[config.mk]
export PLATFORM = sky130hd
export DESIGN_NAME = meta_stream_scheduler
export DESIGN_NICKNAME = d
export VERILOG_FILES = /design/src/rtl/meta_stream_scheduler_pkg.sv /design/src/rtl/meta_stream_scheduler_rr_pick.sv /design/src/rtl/meta_stream_scheduler.sv
export SDC_FILE = /design/constraint.sdc
export NUM_CORES = 1
export LEC_CHECK = 0
export BUFFER_PORTS_ARGS = -buffer_cell sky130_fd_sc_hd__buf_2
export CAP_MARGIN = 10
export CELL_PAD_IN_SITES_DETAIL_PLACEMENT = 2
export CELL_PAD_IN_SITES_GLOBAL_PLACEMENT = 2
export CORE_AREA = 2 2 265 267
export DETAILED_ROUTE_END_ITERATION = 6
export DIE_AREA = 0 0 267 269
export GPL_TIMING_DRIVEN = 0
export HOLD_SLACK_MARGIN = 0.15
export PLACE_DENSITY = 0.44
export SKIP_LAST_GASP = 1
export SYNTH_ARGS = -nofsm -noshare
export SYNTH_HDL_FRONTEND = slang
export SYNTH_HIERARCHICAL = 1
export SYNTH_SLANG_ARGS = --single-unit
[constraint.sdc]
create_clock -name clk -period 5.6 [get_ports clk]
set_clock_uncertainty 0.05 [all_clocks]
set_input_delay 0.56 -clock clk [delete_from_list [all_inputs] [get_ports clk]]
set_output_delay 0.56 -clock clk [all_outputs]
set_load 0.01 [all_outputs]
[src/rtl/meta_stream_scheduler_pkg.sv]
// meta_stream_scheduler_pkg: shared state encoding, default parameters and index-width helper
package meta_stream_scheduler_pkg;
  typedef enum logic [1:0] {IDLE = 2'd0, ARB = 2'd1, XFER = 2'd2} state_t;
  localparam int DEF_DW = 128;
  localparam int DEF_NUM_SRC = 4;
  localparam int DEF_MAX_BEATS = 16;
  localparam int DEF_CW = 16;
  function automatic int clog2(input int n);
    int r;
    r = 1;
    while ((1 << r) < n) r++;
    return r;
  endfunction
endpackage

[src/rtl/meta_stream_scheduler_rr_pick.sv]
// rr_pick: combinational round-robin priority encoder, searching upward from last+1 with wrap
module rr_pick
  import meta_stream_scheduler_pkg::*;
#(
  parameter int N = DEF_NUM_SRC,
  parameter int IW = clog2(N)
) (
  input  logic [N-1:0]  req,
  input  logic [IW-1:0] last,
  output logic          any,
  output logic [IW-1:0] idx
);
  logic [IW-1:0] c;
  // walk offsets from farthest to nearest so the nearest valid requester wins
  always_comb begin
    any = 1'b0;
    idx = '0;
    c = '0;
    for (int i = N; i >= 1; i--) begin
      c = IW'((int'(last) + i) % N);
      if (req[c]) begin
        any = 1'b1;
        idx = c;
      end
    end
  end
endmodule

[src/rtl/meta_stream_scheduler.sv]
// meta_stream_scheduler: packet-granular round-robin arbiter sharing one AXI-stream among NUM_SRC generators
module meta_stream_scheduler
  import meta_stream_scheduler_pkg::*;
#(
  parameter int DW = DEF_DW,
  parameter int NUM_SRC = DEF_NUM_SRC,
  parameter int MAX_BEATS = DEF_MAX_BEATS,
  parameter int CW = DEF_CW,
  localparam int IW = clog2(NUM_SRC)
) (
  input  logic                  clk,
  input  logic                  reset,
  input  logic                  enable,
  output logic [NUM_SRC-1:0]    src_start,
  input  logic [NUM_SRC*DW-1:0] src_tdata,
  input  logic [NUM_SRC-1:0]    src_tvalid,
  input  logic [NUM_SRC-1:0]    src_tlast,
  output logic [NUM_SRC-1:0]    src_tready,
  output logic [DW-1:0]         axis_out_tdata,
  output logic                  axis_out_tvalid,
  output logic                  axis_out_tlast,
  output logic [IW-1:0]         axis_out_tid,
  input  logic                  axis_out_tready,
  output logic [CW-1:0]         pkt_count,
  output logic                  overrun,
  output logic                  busy
);
  localparam int BW = clog2(MAX_BEATS + 1);
  state_t state, state_next;
  logic [IW-1:0] grant, last_grant, pick_idx;
  logic [BW-1:0] beat_cnt;
  logic pick_any, xfer, sv, sl, forced, beat, done;

  rr_pick #(.N(NUM_SRC), .IW(IW)) u_pick (
    .req(src_tvalid),
    .last(last_grant),
    .any(pick_any),
    .idx(pick_idx)
  );

  assign xfer = state == XFER;
  assign sv = src_tvalid[grant];
  assign sl = src_tlast[grant];
  assign forced = xfer && beat_cnt == BW'(MAX_BEATS - 1) && sv && !sl;
  assign beat = xfer && sv && axis_out_tready;
  assign done = beat && axis_out_tlast;

  assign axis_out_tvalid = xfer && sv;
  assign axis_out_tlast = xfer && (sl || forced);
  assign axis_out_tdata = xfer ? src_tdata[int'(grant)*DW +: DW] : '0;
  assign axis_out_tid = xfer ? grant : '0;
  assign src_tready = xfer ? (NUM_SRC'(axis_out_tready) << grant) : '0;
  assign busy = state != IDLE;

  always_comb begin
    state_next = state;
    src_start = '0;
    unique case (state)
      IDLE: if (enable) begin
        state_next = ARB;
        src_start = '1;
      end
      ARB: state_next = !enable ? IDLE : pick_any ? XFER : ARB;
      XFER: if (done) state_next = enable ? ARB : IDLE;
      default: state_next = IDLE;
    endcase
  end

  always_ff @(posedge clk or posedge reset)
    if (reset) state <= IDLE;
    else state <= state_next;

  always_ff @(posedge clk or posedge reset) begin
    if (reset) begin
      grant <= '0;
      last_grant <= IW'(NUM_SRC - 1);
      beat_cnt <= '0;
      pkt_count <= '0;
      overrun <= 1'b0;
    end else begin
      if (state == ARB && enable && pick_any) begin
        grant <= pick_idx;
        beat_cnt <= '0;
      end
      if (beat) beat_cnt <= beat_cnt + 1'b1;
      if (done) begin
        pkt_count <= pkt_count + 1'b1;
        last_grant <= grant;
        overrun <= overrun | forced;
      end
    end
  end
endmodule

After elaboration in Yosys (flattened, before gate mapping)
Index checks and enable logic that the tools add are counted.
Storage, ports and cells
  logic and storage cells: 73
  register bits after elaboration: 28
  input bits: 524
Operators by class
  shift-type cells: 2
  reduce and logical (&&, ||, !) cells: 15
  equality and inequality tests: 5
  magnitude comparators: 5
  mux-type cells: 33
  bitwise gates (word level): 1
  add/sub/neg operators: 6
Operator list (number)
  $shiftx 512x10->128: 1
  $mux 128: 1
  $mux 2: 9
  $add 16x1->16 const B: 1
  $lt 2x3->1 const B: 5
  $bmux 1 s2: 6
  $mux 4: 3
  $mux 1: 11
  $mux 5: 2
  $logic_and 1x1->1: 9
  $pmux 2 s3: 1
  $add 5x1->5 const B: 1
  $eq 5x4->1 const B: 1
  $add 2x1->2 const B: 2
  $add 2x2->2 const B: 2
  $reduce_bool 2->1: 2
  $shl 1x2->4: 1
  $eq 2x1->1 const B: 1
  $eq 2x2->1 const B: 1
  $logic_not 2->1: 1
  $ne 2x1->1 const B: 1
  $ne 2x2->1 const B: 1
  $reduce_and 2->1: 1
  $logic_not 1->1: 1
  other kinds (2): 2

Longest topological paths before layout
  depth after elaboration: 10
  gate-level depth with buffers: 9
  depth with buffers taken out: 8

By module
Netlist, hierarchy kept.
By module, submodules not included
  meta_stream_scheduler: cells each 438, area each 5302.6 um^2, instances 1
  rr_pick: cells each 14, area each 91.3 um^2, instances 1

Worst setup path after synthesis
No wires, ideal clock.
  kind: register to output
  from: register grant[0]
  to: output port axis_out_tdata[100]
  data arrival time: 1.657 ns
  stages on the path, launching flop included: 6
  required time: 4.990 ns
  setup slack: 3.333 ns
  path through: dfrtp_1 -> buf_4 -> buf_2 -> buf_4 -> mux4_2 -> and2_1
On the way
  word-level cells in the longest chain between the ends: 2
Ends and longest elaborated chain
  from (decl): line meta_stream_scheduler.sv:30  | logic [IW-1:0] grant, last_grant, pick_idx;
  from (signal assigned): line meta_stream_scheduler.sv:82  | grant <= pick_idx;
  $shiftx 512x10->128: line meta_stream_scheduler.sv:50  | assign axis_out_tdata = xfer ? src_tdata[int'(grant)*DW +: DW] : '0;
  $mux 128: line meta_stream_scheduler.sv:50
  to (decl): line meta_stream_scheduler.sv:19  | output logic [DW-1:0] axis_out_tdata,
Every way passes these cells.

Worst setup path after layout
  from: register grant[1]
  to: output port axis_out_tdata[121]
Same word-level chain as after synthesis.

==> out/metrics.yaml <==
status:
  status: "complete, no violations"
cts:
  clockBufferDepth: 2
  cts.sinks: 28
  htree_levels: 1
  insertion_delay_ps: 270
  clock-root-buffer: "clkbuf_16"
  post_cts_buffers: 0
  clkTransAtPathRegs_ps: 70
  cts_resized: 0
  cts_buffers: 3
  cts_tree: "yes"
  cts_hold_buf: 0
logic_synthesis:
  ys_seq_elements: 28
  synth_area_mm2: 0.00539
  synth_edf_count: 0
  seq_area_frac_synth_pct: 13.0
  syn-instance-count: 452
  async_flop_share_pct: 100
  synth_flop_cell: "dfrtp_1"
  synth_area_per_cell_um2: 11.9
  ys.warnings.count: 6
  synth_nets: 979
  synth.distinct_cells: 38
global_route:
  grt_pass1_vias: 7964
  gr-usage-met1_pct: 16.6
  grt_pass1_wl_mm: 70.7
  antenna_found_initial: 51
  grt_max_degree: 29
  grtUsageMet2_pct: 26.4
  use_met3_pct: 4.79
  grt-busiest-layer: "met2"
  grt_util_all_layers_pct: 14.3
  globalRoute.totalOverflow: 0
setup_path:
  r2r_start: "beat_cnt[0]$_DFFE_PP0P_"
  slowest_stage: "buf_1"
  cpMostUsedCell: "buf_2"
  worstPathCellList: "buf_2 > buf_2 > buf_1 > mux4_2 > and2_1 > buf_2"
  cp.arrival_ps: 2870
  startpoint_type: "flip-flop"
  end_kind: "output pin"
  reg2reg_depth: 9
  required_ps: 4990
  setup.worst_path.class: "flip-flop to output pin"
  rr_endpoint: "pkt_count[6]$_DFFE_PP0P_"
  reg2reg_slack_ps: 3360
  crit_path_max_incr_delay_ps: 660
  worstPathMaxFanout: 10
timing:
  timing.final.crit_period_ps: 3480
  hold_slack_ps: 263
  max_freq_mhz: 287
  tightest_slew_ps: 979
  rsz0062_at_grt: "false"
  final_hold_viol_count: 0
  setup_viol: 0
  drv_slew: 0
  relSlewSlack_pct: 34.7
  fin_setup_tns_ps: 0
  finalCritPeriodShare_pct: 62.2
place:
  port-buffer-count: 681
  gp_congestion: 0.842
  hpwlAfterDp_mm: 50.3
  placed_cell_area_mm2: 0.00998
detailed_routing:
  drt-pass1-iter-count: 4
  drc: 0
  wl_mm: 54.9
  vias_per_cell: 3.51
  vias: 7329
  drt_iter0_markers: 380
  wl_per_cell_um: 26.2
  ant_nets: 0
finish:
  final_nets: 1666
  fin_util_pct: 14.6
  drive_above_1_share_pct: 74.4
  n_fill_cell: 8212
  area_growth_pct: 87.5
  final_design_area_no_fill_mm2: 0.0101
  layout_common_cells: "buf_2, and2_1, mux4_2"
  final_common_cell: "buf_2"
die:
  dieArea_mm2: 0.0718
  core-area_mm2: 0.0693
  start_util_pct: 7.78
  row_count: 97
  die_w_um: 267
  die_y_um: 269
  io_pins: 682
power_and_ir_drop:
  p_leak_nw: 4.98
  peakVddDrop_mv: 0.103
  p_per_area_mw_per_mm2: 332
run:
  maxCapViolations: 0
worst_hold_path:
  worstHoldPathType: "primary input to async pin"
through the flow:
stage | instances | power [mW] | setup WS (ps)
after floorplan | 452 | 2.12 | 3330
after global placement | 2073 | 3.25 | 2340
after detailed placement | 2073 | 3.28 | 2300
after CTS | 2077 | 3.46 | 2000
after global routing | 2081 | 3.65 | 1890
final | 2090 | 3.36 | 2120
sequential cells by signal, summed over array words and instances (netlist names):
name	flops
overrun	1
beat_cnt	5
pkt_count	16
last_grant	2
state	2
grant	2
synthesized netlist by cell type (5+ instances only):
master	number	area share [%]
and2_1	130	15
mux4_2	129	54
dfrtp_1	26	12
clkbuf_1	24	1.7
nand2_1	16	1.1
buf_2	13	1.2
nor2_1	12	0.84
xnor2_1	11	1.8
buf_4	10	1.4
nand3_1	9	0.84
o21ai_0	7	0.65
inv_1	6	0.42
and3_1	5	0.58
buf_1	5	0.35
xor2_1	5	0.81
layout make-up:
| type | count | area, um2 | share of cell area, % |
|---|---|---|---|
| multi-input combinational | 366 | 4420 | 43.7 |
| timing repair buffer | 682 | 3440 | 34.0 |
| tap | 940 | 1180 | 11.6 |
| sequential | 28 | 703 | 6.95 |
| buffer | 52 | 249 | 2.46 |
| clock buffer | 4 | 78.8 | 0.779 |
| antenna | 12 | 30.0 | 0.297 |
| inverter | 6 | 22.5 | 0.223 |
critical path, delay by kind of cell (launching register included):
kind | cells | cell delay, ps
buffers and inverters | 4 | 1610
flip-flops | 1 | 330
multiplexers | 1 | 470
AND/OR/NAND/NOR | 1 | 200
per-layer routing:
metal | wire length [um] | up-vias
li1 | - | 3151
met1 | 20400 | 3688
met2 | 28500 | 399
met3 | 5240 | 65
met4 | 558 | 26
met5 | 178 | -
power breakdown:
group | internal (mW) | total [mW] | switching (mW)
Combinational | 1.43 | 2.90 | 1.47
Sequential | 0.243 | 0.281 | 0.0379
Clock | 0.0979 | 0.172 | 0.0740
kinds of logic (layout without fill, tap and decap cells):
| logic type | count (synthesis) | count (layout) | synth area share, % |
|---|---|---|---|
| simple gates | 195 | 195 | 21.6 |
| mux | 135 | 135 | 55.0 |
| buf+inv | 58 | 744 | 5.03 |
| flops | 28 | 28 | 13.0 |
| compound gates | 17 | 17 | 2.02 |
| xor+xnor | 16 | 16 | 2.60 |
| fa+ha+maj | 3 | 3 | 0.696 |
| other cells | 0 | 12 | 0 |
worst max-delay path by stage:
stage | startpoint | to | cells past startpoint
floorplan | grant[0]$_DFFE_PP0P_ | axis_out_tdata[100] | 5
global placement | grant[1]$_DFFE_PP0P_ | axis_out_tdata[121] | 6
detailed placement | grant[1]$_DFFE_PP0P_ | axis_out_tdata[121] | 6
CTS | grant[1]$_DFFE_PP0P_ | axis_out_tdata[121] | 6
global route | grant[1]$_DFFE_PP0P_ | axis_out_tdata[121] | 6
finish | grant[1]$_DFFE_PP0P_ | axis_out_tdata[121] | 6
Power figures use the tool's default switching activity.
